--- config.mk ---
export PLATFORM = sky130hd
export DESIGN_NAME = serial_bit_feeder
export DESIGN_NICKNAME = d
export VERILOG_FILES = /design/src/rtl/serial_bit_feeder_pkg.sv /design/src/rtl/feeder_hold_reg.sv /design/src/rtl/serial_bit_feeder.sv
export SDC_FILE = /design/constraint.sdc
export NUM_CORES = 1
export LEC_CHECK = 0
export BUFFER_PORTS_ARGS = -buffer_cell sky130_fd_sc_hd__buf_2
export CAP_MARGIN = 20
export CORE_MARGIN = 1
export CORE_UTILIZATION = 46
export DETAILED_ROUTE_END_ITERATION = 12
export PLACE_DENSITY = 0.66
export SLEW_MARGIN = 0
export SYNTH_ARGS = -nofsm -noshare
export SYNTH_HDL_FRONTEND = slang
export SYNTH_SLANG_ARGS = --single-unit
--- constraint.sdc ---
create_clock -name clk -period 2.4 [get_ports clk]
set_input_delay 0.6 -clock clk [delete_from_list [all_inputs] [get_ports clk]]
set_output_delay 0.6 -clock clk [all_outputs]
set_load 0.05 [all_outputs]
--- src/rtl/serial_bit_feeder_pkg.sv ---
// Shared types and constants for the serial bit feeder and the sequence-detector benches.
package serial_bit_feeder_pkg;

  typedef enum logic {
    ST_IDLE  = 1'b0,
    ST_SHIFT = 1'b1
  } state_t;

  localparam logic [3:0] PAT_1010 = 4'b1010;

  // Ceiling log2, at least 1 for any v >= 2.
  function automatic int unsigned clog2(input int unsigned v);
    int unsigned r;
    r = 0;
    while ((32'd1 << r) < v) r++;
    return r;
  endfunction

endpackage

--- src/rtl/feeder_hold_reg.sv ---
// One-entry holding register: captures a word on load, frees the slot on unload.
module feeder_hold_reg #(
  parameter int unsigned WIDTH = 8
) (
  input  logic             clk,
  input  logic             resetn,
  input  logic             load,
  input  logic             unload,
  input  logic [WIDTH-1:0] din,
  output logic [WIDTH-1:0] dout,
  output logic             full
);

  logic [WIDTH-1:0] data_q, data_d;
  logic             full_q, full_d;

  always_comb begin
    data_d = data_q;
    full_d = full_q;
    if (unload) full_d = 1'b0;
    if (load) begin
      data_d = din;
      full_d = 1'b1;
    end
  end

  always_ff @(posedge clk or negedge resetn) begin
    if (!resetn) begin
      data_q <= '0;
      full_q <= 1'b0;
    end else begin
      data_q <= data_d;
      full_q <= full_d;
    end
  end

  assign dout = data_q;
  assign full = full_q;

endmodule

--- src/rtl/serial_bit_feeder.sv ---
// Serialises parallel words onto the detector input w, one bit per clock, with a
// one-word holding slot so back-to-back words stream without an idle gap.
module serial_bit_feeder
  import serial_bit_feeder_pkg::*;
#(
  parameter int unsigned WIDTH      = 8,
  parameter bit          LSB_FIRST  = 1'b0,
  parameter bit          IDLE_LEVEL = 1'b0
) (
  input  logic             clk,
  input  logic             resetn,
  input  logic [WIDTH-1:0] din,
  input  logic             load_valid,
  output logic             load_ready,
  output logic             w,
  output logic             bit_valid,
  output logic             last_bit,
  output logic             busy
);

  localparam int unsigned    CW   = clog2(WIDTH);
  localparam logic [CW-1:0]  LAST = CW'(WIDTH - 1);

  state_t           state_q, state_d;
  logic [WIDTH-1:0] shreg_q, shreg_d;
  logic [CW-1:0]    cnt_q, cnt_d;
  logic             w_q, w_d;
  logic             bit_valid_q, bit_valid_d;
  logic             last_bit_q, last_bit_d;

  logic             hold_full;
  logic [WIDTH-1:0] hold_data;
  logic             hold_load, hold_unload;
  logic             xfer, end_of_word, do_load, advance;
  logic [WIDTH-1:0] load_word, src;

  feeder_hold_reg #(.WIDTH(WIDTH)) u_hold (
    .clk    (clk),
    .resetn (resetn),
    .load   (hold_load),
    .unload (hold_unload),
    .din    (din),
    .dout   (hold_data),
    .full   (hold_full)
  );

  assign load_ready  = !hold_full;
  assign xfer        = load_valid && load_ready;
  assign end_of_word = (state_q == ST_SHIFT) && (cnt_q == LAST);

  always_comb begin
    state_d     = state_q;
    shreg_d     = shreg_q;
    cnt_d       = cnt_q;
    w_d         = w_q;
    hold_load   = 1'b0;
    hold_unload = 1'b0;
    do_load     = 1'b0;
    advance     = 1'b0;
    load_word   = din;

    case (state_q)
      ST_IDLE: begin
        if (xfer) begin
          do_load = 1'b1;
          state_d = ST_SHIFT;
        end
      end
      ST_SHIFT: begin
        if (end_of_word) begin
          // Held word has priority; with the slot empty a new word bypasses it.
          if (hold_full) begin
            do_load     = 1'b1;
            load_word   = hold_data;
            hold_unload = 1'b1;
          end else if (xfer) begin
            do_load = 1'b1;
          end else begin
            state_d = ST_IDLE;
          end
        end else begin
          advance   = 1'b1;
          hold_load = xfer;
        end
      end
    endcase

    // shreg keeps only the bits still to be shown; w carries the current one.
    src = do_load ? load_word : shreg_q;
    if (do_load || advance) begin
      cnt_d = do_load ? '0 : cnt_q + 1'b1;
      if (LSB_FIRST) begin
        w_d     = src[0];
        shreg_d = src >> 1;
      end else begin
        w_d     = src[WIDTH-1];
        shreg_d = src << 1;
      end
    end else if (state_d == ST_IDLE) begin
      w_d   = IDLE_LEVEL;
      cnt_d = '0;
    end

    bit_valid_d = (state_d == ST_SHIFT);
    last_bit_d  = (state_d == ST_SHIFT) && (cnt_d == LAST);
  end

  always_ff @(posedge clk or negedge resetn) begin
    if (!resetn) begin
      state_q     <= ST_IDLE;
      shreg_q     <= '0;
      cnt_q       <= '0;
      w_q         <= IDLE_LEVEL;
      bit_valid_q <= 1'b0;
      last_bit_q  <= 1'b0;
    end else begin
      state_q     <= state_d;
      shreg_q     <= shreg_d;
      cnt_q       <= cnt_d;
      w_q         <= w_d;
      bit_valid_q <= bit_valid_d;
      last_bit_q  <= last_bit_d;
    end
  end

  assign w         = w_q;
  assign bit_valid = bit_valid_q;
  assign last_bit  = last_bit_q;
  assign busy      = (state_q == ST_SHIFT) || hold_full;

endmodule

==> metrics.txt, run 1 <==
outcome=complete, no violations; Syn. warnings=0; xor-xnor portion of the synthesized cell area=0; vias per cell=5.780; capturing element type of the critical path=output port; detailed-route DRC error count=0; Clock Tree Root=sky130_fd_sc_hd__clkbuf_4; number of nets still failing antenna checks after routing=0; setup slack after placement=543.0 ps; synthesis-to-finish area growth=7.776%; leakage=0.5619 nW; largest fanout on the critical path=17; pin count of the biggest net entering global routing=23; summed instance area of the synthesized netlist=0.001159 mm²; cell breakdown of the critical path=or2_2, buf_2; number of vias in the routed layout=slightly above 800; Min Clock Period, post-route=2084 ps; post-cts gate resize count=0; number of max-cap violations=0; worst clock skew on the final layout=about 2.6 ps; estimated wirelength of the detail-placed design=1.467 mm; Max H-tree Level=1; initial antenna violation count=0; Final Instance Area=around 0.0012 mm²; fraction of the mapped netlist area in adder cells=0.02160; part of the cycle the worst path needs=0.8684; placed standard-cell area=0.001196 mm²; crit path launch type=register; area of the multi-input gates=501.7 µm²; via count of the first global-routing pass=between 800 and 900; number of filler cells placed in the layout=205; share of layout cells above drive strength 1=0.3274; sequential area share after synthesis=0.4752; largest family of logic cells by synthesized area=compound AO/OA/AOI/OAI gates; DIE WIDTH=52.19 µm; gr usage total=0.1883; Slowest Stage Delay on Critical Path=around 600 ps; Peak Freq=479.8 MHz; Worst-Margin Slew=674.5 ps; Synth Area in Compound Gates=0.1685; crit path setup slack, layout=between 300 and 400 ps; buffers from clock root to sink, at most=2; worst setup path class=register to output port; nets@finish=~130; total area of sequential cells=roughly 550 µm²; number of sinks handled by clock tree synthesis=22; wire length of the first global-routing pass=about 3.6 mm; final count of negative-setup-slack endpoints=0; Final TNS setup=0 ps; max-slew violations=0; wire length reported by the detailed router=around 2.1 mm; clock-pin slew reported for the worst setup and hold paths after clock tree synthesis=130 ps; Post-Syn Area per Cell=~12 µm²; height of the die=52.19 µm; TritonCTS clock tree=done; arrival time at the worst endpoint=1480 ps; slack of the worst reg-to-reg path=610 ps; gate count of the mapped netlist=99; combined buffer and inverter count along the critical path=1; Core Box Area=0.002297 mm²; count of hold buffers inserted by post-cts repair=0; clock buffer count from CTS=3; Max rail drop VDD=around 0.73 mV; net count of the mapped netlist=112; length of the first detailed-routing pass in iterations=4; source-to-sink clock delay at the later pin of the worst-skew pair=320 ps; floorplan die area=0.002723 mm²; Post-CTS Setup Repair Bufs=0; power per cell area=roughly 1300 mW/mm²; mux contribution to synthesized area=0.07775; Worst Path Required=1800 ps; synthesized-area fraction occupied by and/or/nand/nor cells=0.1652; type of the worst min-delay path=primary input to async pin; iteration-0 DRC count of the detailed router=14; final worst hold slack=around 220 ps; Distinct cells, synth=30; category of cells accounting for the largest share of critical-path delay=flip-flops; I/O pin count=16; flip-flop and latch count after synthesis=22; average wire length per cell after detail routing=15.13 µm; I/O Buffers=15; number of antenna repair diodes=0; GP Congestion=0.6990; Worst path slowest cell=sky130_fd_sc_hd__dfrtp_1; headroom to the max-slew limit=0.5504; number of cell rows=17; total congestion overflow=0; hold violation total from the final report=0; RSZ-0062 raised after global routing=no; starting density of the core=0.5044
-- flip-flops by register name, indices dropped and copies added (netlist names) --
name,cells
u_hold.dout,8
u_hold.full,1
bit_valid,1
last_bit,1
w,1
shreg_q,7
cnt_q,3
-- final timing paths --
path / from / to / cells after the start
worst max-delay path: bit_valid$_DFF_PN0_ / busy / 2
worst min-delay path: resetn / u_hold.full$_DFFE_PN0P_ / 1
worst max register to register: cnt_q[0]$_DFF_PN0_ / u_hold.dout[0]$_DFFE_PN0P_ / 5
worst min register to register: cnt_q[0]$_DFF_PN0_ / cnt_q[0]$_DFF_PN0_ / 1
max in group asynchronous: resetn / cnt_q[1]$_DFF_PN0_ / 1
min in group clk: cnt_q[0]$_DFF_PN0_ / cnt_q[0]$_DFF_PN0_ / 1
-- report_power, final --
| group | internal [mW] | leakage [nW] | total [mW] | switching, mW |
|---|---|---|---|---|
| combinational | 0.315 | 0.272 | 0.689 | 0.374 |
| sequential | 0.541 | 0.262 | 0.649 | 0.108 |
| clock | 0.169 | 0.0279 | 0.291 | 0.122 |
| total | 1.02 | 0.562 | 1.63 | 0.604 |
-- layout by cell type, fill, tap and decap left out, drive strengths merged --
cell	instances
o32ai	6
nand2b	6
nor2b	2
or2	1
o21ai	3
a21oi	2
inv	3
or2b	3
nor2	10
a311o	1
a221oi	6
o22ai	6
ha	2
nand4	1
a21bo	1
clkbuf	3
nand2	2
mux2	8
nand3	1
bufinv	1
buf	18
and3b	1
and2	2
nand3b	1
a22oi	1
dfrtp	22
-- synthesized netlist by cell type (all sizes together) --
master   n  area, µm²
o32ai    6      52.55
dfrtp   22      550.5
or2      1      6.260
a221oi   6      52.55
nand3    1      5.000
a21bo    1      10.01
and2     2      12.51
a22oi    1      7.510
nand3b   1      7.510
inv      3      11.26
a311o    1      10.01
a21oi    2      10.01
mux2     8      90.09
nor2    10      53.80
buf      5      60.05
or2b     3      26.28
nand4    1      6.260
o22ai    6      37.54
clkbuf   3      35.04
ha       2      25.02
nor2b    2      12.51
o21ai    3      15.01
nand2b   6      45.04
nand2    2      7.510
and3b    1      8.760
-- kinds of logic (layout without fill, tap and decap cells) --
kind of cell,count (synthesis),in the layout
compound gates,26,26
fa+ha+maj,2,2
buf+inv,11,25
flops,22,22
mux,8,8
simple gates,30,30
-- layer usage --
layer,up-vias,wire length (µm),global-route usage
met5,-,0,0
met4,0,46,0.1053
met3,5,89,0.02899
met2,16,976,0.2863
met1,404,1021,0.2551
li1,390,-,-
-- stage by stage --
stage / instances / utilization / total power, mW
5_1_grt: 141 / 0.5436 / 1.756
4_1_cts: 141 / 0.5436 / 1.644
2_1_floorplan: 99 / - / 1.259
6_report: 141 / 0.5436 / 1.629
3_3_place_gp: 137 / 0.5207 / 1.332
3_5_place_dp: 137 / 0.5207 / 1.353
-- cell type report --
type,count,area share
clock buffers,3,0.01804
clock inverters,1,0.02405
inverters,3,0.009018
multi-input cells,66,0.4018
flip-flops and latches,22,0.4409
well taps,28,0.02806
repair buffers,18,0.07816
Note: power is estimated with default switching activity, not from simulation.
==> run 2, diff against run 1 <==
--- a/config.mk
+++ b/config.mk
@@ -5,6 +5,7 @@
 export SDC_FILE = /design/constraint.sdc
 export NUM_CORES = 1
 export LEC_CHECK = 0
+export ABC_AREA = 1
 export BUFFER_PORTS_ARGS = -buffer_cell sky130_fd_sc_hd__buf_2
 export CAP_MARGIN = 20
 export CORE_MARGIN = 1
==> run 2 against run 1 <==
  * First-iteration DRC count increased by 86%
  * Clock power decreased by 29%
  * Combinational power decreased by 3.6%
  * Routed wire length decreased by 3.6%
==> metrics.txt, run 2 <==
Final TNS setup=0 ps; leakage=around 0.68 nW; xor-xnor portion of the synthesized cell area=0; capture point of the critical path=busy; Min Clock Period, post-route=1875 ps; largest cells by area after synthesis=sky130_fd_sc_hd__dfrtp_1 (50%), sky130_fd_sc_hd__nand2_1 (15%), sky130_fd_sc_hd__o21ai_0 (5.5%), sky130_fd_sc_hd__nor2_1 (5.5%), sky130_fd_sc_hd__inv_1 (5.1%); clock buffer count from CTS=3; largest fanout on the critical path=10; mux contribution to synthesized area=0; estimated wirelength of the detail-placed design=around 1.6 mm; number of antenna repair diodes=0; Max H-tree Level=1; worst setup path startpoint=u_hold.full$_DFFE_PN0P_; Distinct cells, synth=20; slack of the worst reg-to-reg path=700 ps; type of the worst min-delay path=primary input to async pin; nets@finish=around 170; share of layout cells above drive strength 1=0.1765; most common cell after layout, fill and taps aside=sky130_fd_sc_hd__nand2_1; Peak Freq=533.3 MHz; DIE WIDTH=50.79 µm; length of the first detailed-routing pass in iterations=4; final worst hold slack=229.0 ps; number of vias in the routed layout=891; clock-pin slew reported for the worst setup and hold paths after clock tree synthesis=130 ps; placed standard-cell area=0.001196 mm²; RR Startpoint=cnt_q[0]$_DFF_PN0_; uppermost signal routing layer after detailed routing=met4; Post-synth EDFFs=0; number of nets still failing antenna checks after routing=0; source-to-sink clock delay at the later pin of the worst-skew pair=310 ps; Core Box Area=0.002233 mm²; max reg flops=8; total congestion overflow=0; floorplan die area=about 0.0026 mm²; commonest cells after routing, fill and taps aside=sky130_fd_sc_hd__nand2_1 (44), sky130_fd_sc_hd__dfrtp_1 (22), sky130_fd_sc_hd__nor2_1 (16); Worst-Margin Slew=a little under 500 ps; TritonCTS clock tree=done; max-slew violations=0; post-cts gate resize count=0; post-layout util=0.5518; headroom to the max-slew limit=0.6709; number of max-cap violations=0; Final Power=1.491 mW; count leader, synth=sky130_fd_sc_hd__nand2_1; worst setup path class=register to output port; Final Instance Area=0.001232 mm²; Post-CTS Setup Repair Bufs=0; met3 WL post-DR=92 µm; via count of the first global-routing pass=839; height of the die=50.79 µm; RSZ-0062 raised after global routing=no; Post-Syn Area per Cell=a little over 8 µm²; fraction of synthesized cell area taken by the top area cell type=0.5029; fraction of the mapped netlist area in adder cells=0.02286; buffers from clock root to sink, at most=2; synthesized-area fraction occupied by and/or/nand/nor cells=0.2914; wire length of the first global-routing pass=3.663 mm; met2 routed wirelength=994 µm; hold violation total from the final report=0; net count of the mapped netlist=about 150; I/O Buffers=15; primary flip-flop cell chosen by synthesis mapping=sky130_fd_sc_hd__dfrtp_1; vias per cell=4.923; number of cell rows=17; final count of negative-setup-slack endpoints=0; largest family of logic cells by synthesized area=simple AND/OR/NAND/NOR gates; Clock Tree Root=sky130_fd_sc_hd__clkbuf_4; share of flip-flops with an asynchronous set or reset after synthesis=1.000; pin count of the biggest net entering global routing=23; Worst Path Required=1800 ps; top cells by instance count after synthesis=sky130_fd_sc_hd__nand2_1 (44), sky130_fd_sc_hd__dfrtp_1 (22), sky130_fd_sc_hd__nor2_1 (16), sky130_fd_sc_hd__inv_1 (15), sky130_fd_sc_hd__o21ai_0 (12); part of the cycle the worst path needs=0.7814; Yosys top cell by area=sky130_fd_sc_hd__dfrtp_1; Syn. warnings=0; detailed-routing wirelength on met1=around 950 µm; synthesis-to-finish area growth=12.57%; GP Congestion=0.7523; capture instance of the worst register-to-register path=u_hold.dout[4]$_DFFE_PN0P_; initial antenna violation count=0; sequential area share after synthesis=0.5029; Max rail drop VDD=between 0.5 and 0.6 mV; arrival time at the worst endpoint=about 1300 ps; starting density of the core=0.4902; wire length reported by the detailed router=2.057 mm; power per cell area=1209 mW/mm²; iteration-0 DRC count of the detailed router=26; outcome=complete, no violations; Synth Area in Compound Gates=0.1131; count of hold buffers inserted by post-cts repair=0; number of sinks handled by clock tree synthesis=22; FF-to-FF path depth=7; I/O pin count=16; average wire length per cell after detail routing=11.36 µm; capturing element type of the critical path=output port; gate count of the mapped netlist=~140; gr usage total=0.1967; crit path launch type=register; detailed-route DRC error count=0; summed instance area of the synthesized netlist=0.001095 mm²; worst clock skew on the final layout=9.943 ps; flip-flop and latch count after synthesis=22
run 2: cell families (layout without fill, tap and decap cells):
kind of cell | after synthesis | after routing
AOI/OAI and AO/OA | 24 | 24
and+or+nand+nor | 69 | 69
DFF | 22 | 22
adders and majority gates | 2 | 2
buffers and inverters | 19 | 36
run 2: layout make-up:
cell class	instances	area, µm²
Fill cell	214	1001
Sequential cell	22	550.5
Multi-Input combinational cell	95	467.9
Timing Repair Buffer	15	75.07
Inverter	17	67.56
Clock buffer	4	36.28
Tap cell	28	35.03
run 2: metrics by stage:
| stage | setup WS [ps] | instances |
|---|---|---|
| floorplan | 677.2 | 136 |
| global placement | 758.9 | 177 |
| CTS | 511.9 | 181 |
| finish | 524.7 | 181 |
| global route | 449.8 | 181 |
| detailed placement | 689.8 | 177 |
run 2: how the worst min path moves through the flow:
| stage | from | end |
|---|---|---|
| 6_report | resetn | shreg_q[4]$_DFFE_PN0N_ |
| 5_1_grt | resetn | u_hold.dout[6]$_DFFE_PN0P_ |
| 4_1_cts | resetn | bit_valid$_DFF_PN0_ |
| 3_5_place_dp | cnt_q[0]$_DFF_PN0_ | cnt_q[0]$_DFF_PN0_ |
| 3_3_place_gp | cnt_q[0]$_DFF_PN0_ | cnt_q[0]$_DFF_PN0_ |
| 2_1_floorplan | resetn | bit_valid$_DFF_PN0_ |
run 2: worst max-delay path, stage by stage (launching register included):
cell and delay [ps]:
sky130_fd_sc_hd__dfrtp_1 520, sky130_fd_sc_hd__inv_4 120, sky130_fd_sc_hd__nand2_1 80, sky130_fd_sc_hd__buf_2 250
run 2: power by group:
part / switching, mW / total, mW / internal [mW]
combinational: 0.444 / 0.664 / 0.220
clock: 0.115 / 0.208 / 0.0927
sequential: 0.0874 / 0.618 / 0.531
run 2: per-layer routing:
metal	vias to the layer above	GRT usage
met5	-	0
met4	0	0.08333
met3	2	0.03636
met2	23	0.3200
met1	410	0.2548
li1	456	-
==> run 3, diff against run 2 <==
--- a/config.mk
+++ b/config.mk
@@ -11,7 +11,7 @@
 export CORE_MARGIN = 1
 export CORE_UTILIZATION = 46
 export DETAILED_ROUTE_END_ITERATION = 12
-export PLACE_DENSITY = 0.66
+export PLACE_DENSITY = 0.69
 export SLEW_MARGIN = 0
 export SYNTH_ARGS = -nofsm -noshare
 export SYNTH_HDL_FRONTEND = slang
==> constraint.sdc (replaced) <==
create_clock -name clk -period 1.5 [get_ports clk]
set_input_delay 0.375 -clock clk [delete_from_list [all_inputs] [get_ports clk]]
set_output_delay 0.375 -clock clk [all_outputs]
set_load 0.05 [all_outputs]
==> run 3 against run 2 <==
  * Sequential share of layout area is 4.8 points lower
  * Via count rose by 7.0%
  * Clock-buffer cell count did not move
  * Die area did not move
  * Global-route usage grew 1.7 points
  * First-iteration DRC count down 12%
  * Worst hold slack lost 220 ps
  * Sequential cell count unchanged
  * Clock power up 56%
  * Final cell count grew 6.1%
  * Largest power group unchanged
  * Highest routed layer unchanged
==> metrics.txt, run 3 (same netlist as run 2, synthesis figures left out) <==
crit path launch type=register; number of sinks handled by clock tree synthesis=22; worst clock skew on the final layout=6.631 ps; switching share of power=0.4304; RR Startpoint=cnt_q[0]$_DFF_PN0_; initial antenna violation count=0; length of the first detailed-routing pass in iterations=4; Max H-tree Level=1; RSZ-0062 raised after global routing=no; cell breakdown of the critical path=inv_4, nand2_1, clkbuf_4; count of hold buffers inserted by post-cts repair=0; type of the worst min-delay path=primary input to async pin; via count of the first global-routing pass=913; Peak Freq=694.0 MHz; number of cell rows=17; TritonCTS clock tree=done; gr usage total=0.2134; max reg flops=8; wire length of the first global-routing pass=3.974 mm; wire length reported by the detailed router=2.359 mm; clock-pin slew reported for the worst setup and hold paths after clock tree synthesis=120 ps; power per cell area=1980 mW/mm²; height of the die=50.79 µm; final count of negative-setup-slack endpoints=0; sequential group share of total power=0.364; number of max-cap violations=0; slack of the worst reg-to-reg path=70 ps; clock buffer count from CTS=3; arrival time at the worst endpoint=1070 ps; synthesis-to-finish area growth=26.40%; outcome=complete, no violations; part of the cycle the worst path needs=0.9606; combined buffer and inverter count along the critical path=2; floorplan die area=0.002579 mm²; grt met2 use=0.3622; I/O Buffers=15; iteration-0 DRC count of the detailed router=23; Worst-Margin Slew=approximately 490 ps; share of layout cells above drive strength 1=0.2744; estimated wirelength of the detail-placed design=1.633 mm; pin count of the biggest net entering global routing=23; capturing element type of the critical path=output port; number of filler cells placed in the layout=208; Worst Path Required=about 1100 ps; placed standard-cell area=roughly 0.0012 mm²; largest fanout on the critical path=4; number of antenna repair diodes=0; Final Power=2.740 mW; Max rail drop VDD=~1.1 mV; Final Instance Area=about 0.0014 mm²; category of cells accounting for the largest share of critical-path delay=flip-flops; total internal power=1.561 mW; source-to-sink clock delay at the later pin of the worst-skew pair=300 ps; commonest cells after routing, fill and taps aside=sky130_fd_sc_hd__nand2_1 (43), sky130_fd_sc_hd__dfrtp_1 (21), sky130_fd_sc_hd__nor2_1 (16); combinational fraction of design power=0.517; starting density of the core=0.4902; DIE WIDTH=just over 50 µm; Core Box Area=0.002233 mm²; total congestion overflow=0; buffers from clock root to sink, at most=2; detailed-route DRC error count=0; final worst hold slack=between 7 and 8 ps; number of vias in the routed layout=approximately 950; GP Congestion=0.8192; Clock Tree Root=sky130_fd_sc_hd__clkbuf_4; number of nets still failing antenna checks after routing=0; I/O pin count=16; Min Clock Period, post-route=1441 ps; most used routing layer in global routing=met2; capture instance of the worst register-to-register path=shreg_q[3]$_DFFE_PN0N_; max-slew violations=0; switching power of the nets=approximately 1.2 mW; Slowest Stage Delay on Critical Path=430 ps; headroom to the max-slew limit=0.6721; vias per cell=4.964; nets@finish=178; average wire length per cell after detail routing=12.29 µm; hold violation total from the final report=0; GR met1 Demand/Resource=0.2741; Worst path slowest cell=sky130_fd_sc_hd__dfrtp_1; GRT met3 Usage=0.02727; FF-to-FF path depth=8; most common cell after layout, fill and taps aside=sky130_fd_sc_hd__nand2_1; leakage=roughly 0.74 nW; fraction of power consumed by the clock network=0.119; worst setup path class=register to output port
run 3: timing repair:
item                       CTS  global route
buffers inserted             4             1
cloned                       1             0
setup endpoints to repair   15            13
resized for setup            7             5
pin swaps                    1             4
run 3: how the worst max path moves through the flow:
| stage | from | to | slack, ps | cells after the start |
|---|---|---|---|---|
| finish | u_hold.full$_DFFE_PN0P_ | busy | 60 | 3 |
| global route | u_hold.full$_DFFE_PN0P_ | busy | 10 | 3 |
| detailed placement | cnt_q[0]$_DFF_PN0_ | u_hold.dout[0]$_DFFE_PN0P_ | -10 | 8 |
| global placement | cnt_q[0]$_DFF_PN0_ | u_hold.dout[2]$_DFFE_PN0P_ | 40 | 8 |
| floorplan | cnt_q[0]$_DFF_PN0_ | u_hold.dout[6]$_DFFE_PN0P_ | 10 | 9 |
| CTS | bit_valid$_DFF_PN0_ | busy | 0.08 | 3 |
run 3: final cells by class:
cell class,count,area (µm²),share of cell area
Sequential cell,22,551.8,0.3987
Clock buffer,4,36.28,0.02622
Tap cell,28,35.03,0.02532
Inverter,17,78.83,0.05696
Multi-Input combinational cell,96,526.8,0.3807
Timing Repair Buffer,25,155.1,0.1121
run 3: metal layers:
layer	part of all wire	routed length, µm
met1	0.46	1091
met5	0	0
met3	0.036	86
met4	0.0072	17
met2	0.49	1163
run 3: power by group through the flow:
stage	combinational (mW)	clock [mW]	sequential [mW]
6_report	1.42	0.325	0.997
5_1_grt	1.58	0.355	1.03
4_1_cts	1.36	0.336	0.980
3_5_place_dp	1.20	0	0.985
3_3_place_gp	1.16	0	0.983
2_1_floorplan	0.810	0	1.05
run 3: metrics by stage:
stage	std cells	utilization	TNS, ps	worst slack, ps
floorplan	136	-	0	13.04
global placement	182	0.5569	0	35.35
detailed placement	182	0.5569	-50.21	-13.59
CTS	191	0.6034	0	0.08094
global route	192	0.6196	0	9.779
finish	192	0.6196	0	59.11
